`src/rtl/pushdly_prm_if.sv`:
```
// pushdly_prm_if: delay-line bus; master drives din/delay/flush, slave returns dout/rdy
interface pushdly_prm_if #(
    parameter int WIDTH = 1,
    parameter int AW = 5
);
    logic [WIDTH-1:0] din;
    logic [AW-1:0] delay;
    logic flush;
    logic [WIDTH-1:0] dout;
    logic rdy;
    modport master (output din, delay, flush, input dout, rdy);
    modport slave (input din, delay, flush, output dout, rdy);
endinterface

```
`src/rtl/pushdly_prm.sv`:
```
// pushdly_prm: programmable D+3 cycle delay line; clk/rst plain ports, bus.slave carries din/delay/flush in and registered dout/rdy out
module pushdly_prm #(
    parameter int WIDTH = 1,
    parameter int AW = 5
) (
    input logic clk,
    input logic rst,
    pushdly_prm_if.slave bus
);
    typedef enum logic {FILL, RUN} state_t;
    localparam int FW = AW + 2;
    state_t state_q, state_d;
    logic [FW-1:0] fc_q, fc_d;
    logic [AW-1:0] wp_q, dr_q, raddr;
    logic [WIDTH-1:0] din_q, rd_q, dout_q;
    logic restart, fill_done;
    logic [WIDTH-1:0] mem [2**AW];
    assign raddr = wp_q - dr_q;
    assign bus.dout = dout_q;
    assign bus.rdy = state_q == RUN;
    always_comb begin
        restart = bus.flush || (bus.delay != dr_q);
        fill_done = fc_q == ({2'b00, dr_q} + FW'(2));
        state_d = restart ? FILL : ((state_q == RUN || fill_done) ? RUN : FILL);
        fc_d = (restart || state_q == RUN || fill_done) ? '0 : fc_q + FW'(1);
    end
    always_ff @(posedge clk) mem[wp_q] <= din_q;
    always_ff @(posedge clk) begin
        if (rst) begin
            state_q <= FILL;
            fc_q <= '0;
            wp_q <= '0;
            dr_q <= bus.delay;
            din_q <= '0;
            rd_q <= '0;
            dout_q <= '0;
        end else begin
            state_q <= state_d;
            fc_q <= fc_d;
            wp_q <= wp_q + AW'(1);
            dr_q <= bus.delay;
            din_q <= bus.din;
            // zero delay reads the slot being written this cycle, so take the write data directly
            rd_q <= (dr_q == '0) ? din_q : mem[raddr];
            dout_q <= (state_d == RUN) ? rd_q : '0;
        end
    end
endmodule

```
`src/flat_wrapper.sv`:
```
// flat-port wrapper written by rule: the top's interface ports become plain ports
module pushdly_prm_flat 
#(
    parameter int WIDTH = 1,
    parameter int AW = 5
)
  (clk, rst, bus_din, bus_delay, bus_flush, bus_dout, bus_rdy);
  pushdly_prm_if #(.WIDTH(WIDTH), .AW(AW)) bus_i ();
  input logic clk;
  input logic rst;
  input wire logic [$bits(bus_i.din)-1:0] bus_din;
  input wire logic [$bits(bus_i.delay)-1:0] bus_delay;
  input wire logic [$bits(bus_i.flush)-1:0] bus_flush;
  output wire logic [$bits(bus_i.dout)-1:0] bus_dout;
  output wire logic [$bits(bus_i.rdy)-1:0] bus_rdy;
  assign bus_i.din = bus_din;
  assign bus_i.delay = bus_delay;
  assign bus_i.flush = bus_flush;
  assign bus_dout = bus_i.dout;
  assign bus_rdy = bus_i.rdy;
  pushdly_prm #(.WIDTH(WIDTH), .AW(AW)) u_core (.clk(clk), .rst(rst), .bus(bus_i));
endmodule
```
`config.mk`:
```
export PLATFORM = sky130hd
export DESIGN_NAME = pushdly_prm_flat
export DESIGN_NICKNAME = d
export VERILOG_FILES = /design/src/rtl/pushdly_prm_if.sv /design/src/rtl/pushdly_prm.sv /design/src/flat_wrapper.sv
export SDC_FILE = /design/constraint.sdc
export NUM_CORES = 1
export LEC_CHECK = 0
export CORE_AREA = 8 8 95 97
export CTS_BUF_LIST = sky130_fd_sc_hd__clkbuf_2
export DETAILED_ROUTE_END_ITERATION = 10
export DIE_AREA = 0 0 103 105
export REMOVE_ABC_BUFFERS = 1
export SLEW_MARGIN = 20
export SYNTH_ARGS = -nofsm -noshare
export SYNTH_HDL_FRONTEND = slang
export SYNTH_SLANG_ARGS = --single-unit
```
`constraint.sdc`:
```
create_clock -name clk -period 6.5 [get_ports clk]
set_input_delay 1.3 -clock clk [delete_from_list [all_inputs] [get_ports clk]]
set_output_delay 1.3 -clock clk [all_outputs]
set_load 0.01 [all_outputs]
```
==> results.txt, run 1 <==
Hold Fails Final Rpt - 0
Worst EP arrival - 3060 ps
clk buf depth - 2
Global Route Usage Sum - 9.50%
multi-input logic area - 0.00112 mm2
Fin Setup TNS - 0 ps
initial antenna violation count - 1
clk root buf - clkbuf_2
asr flop ratio synth - 0%
Setup crit start - u_core.wp_q[0]$_SDFF_PP0_
Rows - 32
number of max-cap violations - 0
Setup violations, final - 0
Final ANT Viol Nets - 0
cts bufs inserted - 5
Post-CTS Setup Inserts - 0
Peak Freq - 367 MHz
Post-Syn Area per Cell - 11.8 um2
Synth Warn # - 0
CTS tree - built
drt via density - 4.64
Detailed Place HPWL - 3.38 mm
post-CTS sizing - 0
WL/cell - 14.0 um
WP data required - 6840 ps
largest net degree at the start of global routing - 34
worst r2r src - u_core.wp_q[0]$_SDFF_PP0_
Die ar. - 0.0108 mm2
Initial Util - 34.2%
crit path launch type - register
final cell count without fillers - 329
min cycle time layout - 2720 ps
Slew Limit Fails - 0
final setup skew - 38.4 ps
H-tree Lvls - 2
leakage power - 1.02 nW
Seq/Total Area, Yosys - 53.7%
vias in the first global route - 1611
Tcrit/Tclk final - 41.9%
hold buffers post-CTS - 0
Max-slew headroom - 36.0%
Setup CP Type - reg -> reg
DRC viols - 0
status - completed
port bufs - 10
hold wc startpoint - u_core.rd_q$_SDFF_PP0_
height of the die - 105 um
io pins - 11
placed cells - 320
CTS clk-pin slew, worst paths - 290 ps
WL final - 4.60 mm
gpl congestion - 0.760
critical-path maximum fanout - 9
#FFs+latches synth - 53
Seq. cell area - 0.00138 mm2
Die W - 103 um
Final nets - 245
global route total overflow - 0
Clock Sinks - 53
first-pass GRT wire length - 8.03 mm
layout cell share with drive strength beyond 1 - 8.41%
Syn Inst Count - 218
Synth-to-Final Area Change - 9.68%
Worst-Skew Late Latency - 460 ps
Placeable Area - 0.00753 mm2
Cell Area, Synth - 0.00257 mm2
Starting DRT DRC Count - 68
RSZ-0062 raised after global routing - false
DR vias - 1526
Layout fillers - 790
Worst Hold Class - reg -> reg
crit end category - register
Synth Flop Type - edfxtp_1
peak supply drop - 99.3 uV
measured slew at the worst slew-check pin - 959 ps
pwr/cell area - 219 mW/mm2
Synth cell types - 39
Pre-antenna DRT Iters - 4
count of flip-flops with a built-in enable after synthesis - 32
## cells in the mapped netlist (all sizes together), types with 2 or more instances
cell	count	area [um2]
nor2	47	176
edfxtp	32	961
dfxtp	21	420
xor2	13	121
xnor2	11	96.3
ha	10	125
nand3	9	45.0
clkbuf	8	30.0
mux4	8	180
inv	7	26.3
nand2	7	26.3
nand2b	6	37.5
mux2i	4	40.0
and3	3	18.8
nor4	3	18.8
o21ai	3	15.0
buf	2	10.0
nor2b	2	12.5
or3	2	12.5
xnor3	2	45.0
## through the flow
| step | power [W] | setup WS [ps] | utilization [%] | hold WS, ps | cell area (um2) |
|---|---|---|---|---|---|
| after detailed placement | 0.000478 | 3520 | 36.7 | 454 | 2760 |
| after floorplan | 0.000451 | 4250 | - | 436 | 2530 |
| after global placement | 0.000477 | 3620 | 36.7 | 450 | 2760 |
| after CTS | 0.000625 | 3750 | 37.4 | 485 | 2820 |
| final | 0.000618 | 3780 | 37.5 | 486 | 2820 |
| after global routing | 0.000649 | 3600 | 37.5 | 518 | 2820 |
## layer usage
| metal | vias to the layer above | GRT usage, % | wire, um |
|---|---|---|---|
| met5 | - | 0 | 0 |
| met4 | 0 | 4.34 | 85 |
| met3 | 7 | 1.92 | 114 |
| met2 | 15 | 15.8 | 2290 |
| met1 | 731 | 11.4 | 2120 |
| li1 | 773 | - | - |
## sequential cells by signal, indices dropped and copies added, names as in the netlist
name / cells
u_core.bus.dout: 1
u_core.bus.rdy: 1
u_core.din_q: 1
u_core.dr_q: 5
u_core.fc_q: 7
u_core.mem: 32
u_core.rd_q: 1
u_core.wp_q: 5
## power breakdown
| group | internal (W) | leakage [nW] | switching [W] |
|---|---|---|---|
| clock | 0.0000318 | 0.0359 | 0.000117 |
| sequential | 0.000364 | 0.466 | 0.00000974 |
| combinational | 0.0000480 | 0.513 | 0.0000479 |
| total | 0.000444 | 1.02 | 0.000174 |
## cells by family (layout without fill, tap and decap cells)
kind of cell,count (synthesis),count (layout),share of synthesized area [%]
XOR/XNOR,26,26,10.2
adder cells (fa/ha/maj),11,11,5.64
multiplexers,13,13,9.00
AND/OR/NAND/NOR,87,87,15.7
flip-flops,53,53,53.7
AO/OA/AOI/OAI,11,11,3.11
buffers and inverters,17,25,2.58
other,0,1,0
## cell usage in the layout (no fill, tap or decap), types with 4 or more instances in the layout
cell type        instances
mux2i_1                  4
clkdlybuf4s50_1         10
nand2b_1                 6
dfxtp_1                 21
xnor2_1                 11
edfxtp_1                32
mux4_2                   8
nand2_1                  7
ha_1                    10
nand3_1                  9
nor2_1                  47
clkbuf_2                 5
inv_1                    7
xor2_1                  12
## worst paths after layout
| kind | endpoint | slack (ps) | cells after the start |
|---|---|---|---|
| max | u_core.rd_q$_SDFF_PP0_ | 3780 | 8 |
| min reg2reg | u_core.bus.dout$_SDFF_PP0_ | 490 | 1 |
| min | u_core.bus.dout$_SDFF_PP0_ | 490 | 1 |
| max reg2reg | u_core.rd_q$_SDFF_PP0_ | 3780 | 8 |
## area by class of cell
cell class | count | share of cell area (%)
sequential | 53 | 49.0
antenna | 1 | 0.0887
clock inverter | 3 | 1.20
inverter | 7 | 0.932
multi-input combinational | 148 | 39.8
tap | 102 | 4.53
timing repair buffer | 10 | 3.55
clock buffer | 5 | 0.887
## worst max-delay path, stage by stage (launching register included)
cell	delay (ps)
dfxtp_1	510
inv_1	120
ha_1	210
fa_1	820
mux4_2	390
mux2i_1	230
o21ai_0	130
nand3b_1	100
a311oi_1	90
Note: power is estimated with default switching activity, not from simulation.
==> inputs of run 2 (changes only) <==
==> constraint.sdc (replaced) <==
create_clock -name clk -period 2.4 [get_ports clk]
set_input_delay 0.48 -clock clk [delete_from_list [all_inputs] [get_ports clk]]
set_output_delay 0.48 -clock clk [all_outputs]
set_load 0.01 [all_outputs]
==> run 2 against run 1 <==
Compared with the run above:
- utilization up 0.93 points
- critical path depth stayed put
- power rose to 2.7 times the previous value
- via count rose by 4.2%
- flip-flop and latch count unchanged
- fmax grew 19%
- sequential share of layout area is 1.1 points lower
- non-clock buffer count grew 8
- register-to-register slack lost 3700 ps
- critical endpoint unchanged
- largest power group unchanged
==> results.txt, run 2 (synthesized netlist as in run 1, its figures left out) <==
Worst R2R End - u_core.rd_q$_SDFF_PP0_
cts bufs inserted - 5
cell depth of the worst flop-to-flop path - 8
Setup violations, final - 0
initial antenna violation count - 0
CTS tree - built
CP endpoint - u_core.rd_q$_SDFF_PP0_
gpl congestion - 0.758
Starting DRT DRC Count - 54
Slew Limit Fails - 0
Final ANT Viol Nets - 0
max reg flops - 32
Flop pwr share - 60.2%
WP data required - 2770 ps
Initial Util - 34.2%
Max-slew headroom - 33.4%
total power - 0.00167 W
Pre-antenna DRT Iters - 4
first-pass GRT wire length - 7.92 mm
DR vias - 1590
WL/cell - 13.7 um
port bufs - 10
largest net degree at the start of global routing - 34
Die W - 103 um
Hold Fails Final Rpt - 0
Peak Freq - 438 MHz
crit-path cells - inv_1 -> ha_1 -> fa_1 -> or2b_1 -> o2bb2ai_1 -> xor2_1 -> or3_1 -> a311oi_1
leakage power - 1.05 nW
Setup crit start - u_core.wp_q[0]$_SDFF_PP0_
Net Sw Power - 0.000452 W
Clk pwr share - 22.1%
Top Registers - u_core.mem: 32 flops, u_core.fc_q: 7 flops
commonest non-fill, non-tap cell in the layout - nor2_1
setup ws final - 118 ps
number of max-cap violations - 0
worst stage delay on the critical path - 420 ps
H-tree Lvls - 2
status - completed
Tcrit/Tclk final - 95.1%
worst r2r src - u_core.wp_q[0]$_SDFF_PP0_
Rows - 32
Area after DPL - 0.00283 mm2
measured slew at the worst slew-check pin - 998 ps
worst slack, placed - 118 ps
R2R Setup Slk - 120 ps
CTS clk-pin slew, worst paths - 270 ps
Worst EP arrival - 2650 ps
Setup CP Type - reg -> reg
peak supply drop - 269 uV
Clock Sinks - 53
CP max-delay cell - fa_1
most frequent cells in the layout - nor2_1 (47), edfxtp_1 (32), dfxtp_1 (20)
drt via density - 4.73
Synth-to-Final Area Change - 12.4%
layout cell share with drive strength beyond 1 - 12.4%
vias in the first global route - 1627
critical-path maximum fanout - 3
combinational power share - 17.7%
clk root buf - clkbuf_2
final setup skew - 24.9 ps
clk buf depth - 2
min cycle time layout - 2280 ps
Fin Setup TNS - 0 ps
WL final - 4.61 mm
post-route cell area - 0.00289 mm2
DRC viols - 0
Detailed Place HPWL - 3.53 mm
RSZ-0062 raised after global routing - false
crit path launch type - register
Placeable Area - 0.00753 mm2
pwr/cell area - 578 mW/mm2
io pins - 11
placed cells - 328
Worst-Skew Late Latency - 440 ps
height of the die - 105 um
global route total overflow - 0
Top reg by flops - u_core.mem
Final nets - 253
crit end category - register
diode count - 0
Worst Hold Class - reg -> reg
Internal Pwr Total - 0.00122 W
Die ar. - 0.0108 mm2
Switching Share - 27.1%
Global Route Usage Sum - 9.28%
final cell count without fillers - 336
## run 2: changes by cell type in the layout (fill, tap and decap cells not counted)
cell / delta
buf_4: +7
diode_2: -1
clkinv_8: -1
dfxtp_2: +1
o311ai_1: -1
dfxtp_1: -1
buf_12: +1
inv_6: +1
clkinvlp_4: +1
clkinv_4: -1
o311ai_2: +1
## run 2: area by class of cell
| type | count | area [um2] |
|---|---|---|
| fill | 789 | 4640 |
| sequential | 53 | 1380 |
| multi-input combinational | 148 | 1130 |
| timing repair buffer | 18 | 173 |
| tap | 102 | 128 |
| inverter | 7 | 26.3 |
| clock buffer | 5 | 25.0 |
| clock inverter | 3 | 25.0 |
## run 2: power groups by stage
stage / clock network (W) / registers (W) / logic (W)
2_1_floorplan: 0 / 0.00102 / 0.000198
5_1_grt: 0.000423 / 0.00101 / 0.000330
3_5_place_dp: 0 / 0.00102 / 0.000298
6_report: 0.000369 / 0.00101 / 0.000295
4_1_cts: 0.000390 / 0.00101 / 0.000300
3_3_place_gp: 0 / 0.00102 / 0.000295
## run 2: stage by stage
step	utilization, %	hold slack, ps
floorplan	-	436
global placement	37.6	459
detailed placement	37.6	459
CTS	38.3	455
global route	38.4	421
finish	38.4	487
## run 2: layer usage
metal	part of all wire (%)	track usage, %	vias to the layer above
li1	-	-	797
met1	49	12.2	775
met3	1.8	1.59	5
met5	0	0	-
met2	48	15.0	13
met4	1.3	2.79	0
## run 2: worst min path at each step
stage | endpoint | cells past startpoint | start
after global placement | u_core.bus.dout$_SDFF_PP0_ | 1 | u_core.rd_q$_SDFF_PP0_
after detailed placement | u_core.bus.dout$_SDFF_PP0_ | 1 | u_core.rd_q$_SDFF_PP0_
after floorplan | u_core.fc_q[0]$_SDFF_PP0_ | 1 | u_core.fc_q[0]$_SDFF_PP0_
after CTS | u_core.dr_q[3]$_DFF_P_ | 1 | bus_delay[3]
final | u_core.bus.dout$_SDFF_PP0_ | 1 | u_core.rd_q$_SDFF_PP0_
after global routing | u_core.dr_q[2]$_DFF_P_ | 1 | bus_delay[2]
## run 2: worst max-delay path, delay by kind of cell, from the launching register on
family / cells / cell delay [ps]
flops: 1 / 390
xor+xnor: 1 / 170
simple gates: 2 / 600
compound gates: 2 / 390
buf+inv: 1 / 60
fa+ha+maj: 2 / 620
## run 2: timing repair
item / 4_1_cts / 5_1_grt
endpoints found under the setup margin: 0 / 3
buffers inserted: 0 / 0
resized for setup: 0 / 2
hold buffers: 0 / 0
==> inputs of run 3 (changes only) <==
--- a/config.mk
+++ b/config.mk
@@ -5,10 +5,10 @@
 export SDC_FILE = /design/constraint.sdc
 export NUM_CORES = 1
 export LEC_CHECK = 0
-export CORE_AREA = 8 8 95 97
+export CORE_AREA = 2 2 89 91
 export CTS_BUF_LIST = sky130_fd_sc_hd__clkbuf_2
 export DETAILED_ROUTE_END_ITERATION = 10
-export DIE_AREA = 0 0 103 105
+export DIE_AREA = 0 0 91 93
 export REMOVE_ABC_BUFFERS = 1
 export SLEW_MARGIN = 20
 export SYNTH_ARGS = -nofsm -noshare
==> run 3 against run 2 <==
Compared with the run above:
- sequential power hardly changed
- register-to-register slack improved by 60 ps
- wire length down 1.7%
- first-iteration DRC count shrank 28%
- hold slack got worse by 16 ps
- non-clock buffer count unchanged
- combinational power grew 3%
- critical path type unchanged
- critical endpoint unchanged
- largest cell class unchanged
==> results.txt, run 3 (synthesized netlist as in run 1, its figures left out) <==
CP max-delay cell - fa_2
Peak Freq - 451 MHz
Detailed Place HPWL - 3.45 mm
largest net degree at the start of global routing - 34
Placeable Area - 0.00753 mm2
WL final - 4.53 mm
Pre-antenna DRT Iters - 4
pwr/cell area - 589 mW/mm2
crit path launch type - register
Starting DRT DRC Count - 39
Setup violations, final - 0
H-tree Lvls - 2
Worst EP arrival - 2550 ps
most frequent cells in the layout - nor2_1 (47), edfxtp_1 (32), dfxtp_1 (20)
clk buf depth - 2
layout cell share with drive strength beyond 1 - 13.7%
worst path bufs/invs - 2
WL/cell - 13.5 um
placed cells - 328
Worst Hold Class - in -> reg
status - completed
Top delay family on crit path - adder cells
Final nets - 253
Synth-to-Final Area Change - 13.0%
first-pass GRT wire length - 7.74 mm
CTS tree - built
Worst-Skew Late Latency - 440 ps
DR vias - 1595
gpl congestion - 0.727
Area after DPL - 0.00283 mm2
max reg flops - 32
peak supply drop - 260 uV
height of the die - 93 um
Clock Sinks - 53
min cycle time layout - 2220 ps
global route total overflow - 0
critical-path maximum fanout - 9
commonest non-fill, non-tap cell in the layout - nor2_1
io pins - 11
crit end category - register
worst stage delay on the critical path - 550 ps
R2R Setup Slk - 180 ps
initial antenna violation count - 0
clk root buf - clkbuf_2
Setup CP Type - reg -> reg
crit-path cells - inv_1 -> ha_2 -> fa_2 -> buf_12 -> mux4_2 -> mux2i_2 -> nand3_1 -> nand3b_1 -> a311oi_2
port bufs - 10
Hold Fails Final Rpt - 0
vias in the first global route - 1603
Fin Setup TNS - 0 ps
Top Registers - u_core.mem: 32 flops, u_core.fc_q: 7 flops
Top reg by flops - u_core.mem
Global Route Usage Sum - 11.8%
Die W - 91 um
measured slew at the worst slew-check pin - 956 ps
diode count - 0
drt via density - 4.75
number of max-cap violations - 0
Slew Limit Fails - 0
final cell count without fillers - 336
Tcrit/Tclk final - 92.4%
RSZ-0062 raised after global routing - false
DRC viols - 0
Final ANT Viol Nets - 0
leakage power - 1.06 nW
Max-slew headroom - 36.2%
cts bufs inserted - 5
CTS clk-pin slew, worst paths - 300 ps
WP data required - 2740 ps
Die ar. - 0.00846 mm2
final setup skew - 29.2 ps
post-route cell area - 0.00291 mm2
hold buffers post-CTS - 0
Initial Util - 34.2%
Rows - 32
==> run 3: path summary, 6_finish.rpt <==
| kind | from | end | cells past startpoint |
|---|---|---|---|
| min | bus_delay[1] | u_core.dr_q[1]$_DFF_P_ | 1 |
| max reg2reg | u_core.wp_q[0]$_SDFF_PP0_ | u_core.rd_q$_SDFF_PP0_ | 9 |
| max | u_core.wp_q[0]$_SDFF_PP0_ | u_core.rd_q$_SDFF_PP0_ | 9 |
| min reg2reg | u_core.rd_q$_SDFF_PP0_ | u_core.bus.dout$_SDFF_PP0_ | 1 |
==> run 3: final cells by class <==
| type | instances | area [um2] |
|---|---|---|
| clock inverters | 3 | 33.8 |
| clock buffers | 5 | 25.0 |
| fillers | 784 | 4620 |
| repair buffers | 18 | 173 |
| multi-input cells | 148 | 1140 |
| flip-flops and latches | 53 | 1380 |
| well taps | 102 | 128 |
| inverters | 7 | 26.3 |
==> run 3: worst reg2reg max path, cell delays in order, from the launching register on <==
cell and delay, ps:
dfxtp_2 400, inv_1 60, ha_2 180, fa_2 550, buf_12 130, mux4_2 300
mux2i_2 180, nand3_1 110, nand3b_1 110, a311oi_2 90
==> run 3: layer usage <==
metal	track usage, %	share of wire [%]
met1	14.5	45
met2	20.7	51
met3	2.34	3.0
met4	3.79	0.91
met5	0	0
==> run 3: repair_timing <==
item | 4_1_cts | 5_1_grt
endpoints found under the hold margin | 0 | 0
endpoints found under the setup margin | 0 | 1
setup buffers | 0 | 0
gates resized for setup | 0 | 6
==> run 3: stage by stage <==
stage	hold WS (ps)	worst slack [ps]	util, %	power, W
floorplan	436	156	-	0.00122
global placement	461	208	37.6	0.00132
detailed placement	456	146	37.6	0.00132
CTS	436	62.1	38.4	0.00172
global route	425	30.7	38.6	0.00181
finish	471	183	38.6	0.00171
==> run 3: power breakdown <==
part	switching, W	internal (W)	total (W)
clock network	0.000313	0.0000862	0.000400
registers	0.0000197	0.000986	0.00101
logic	0.000144	0.000161	0.000305
total	0.000478	0.00123	0.00171
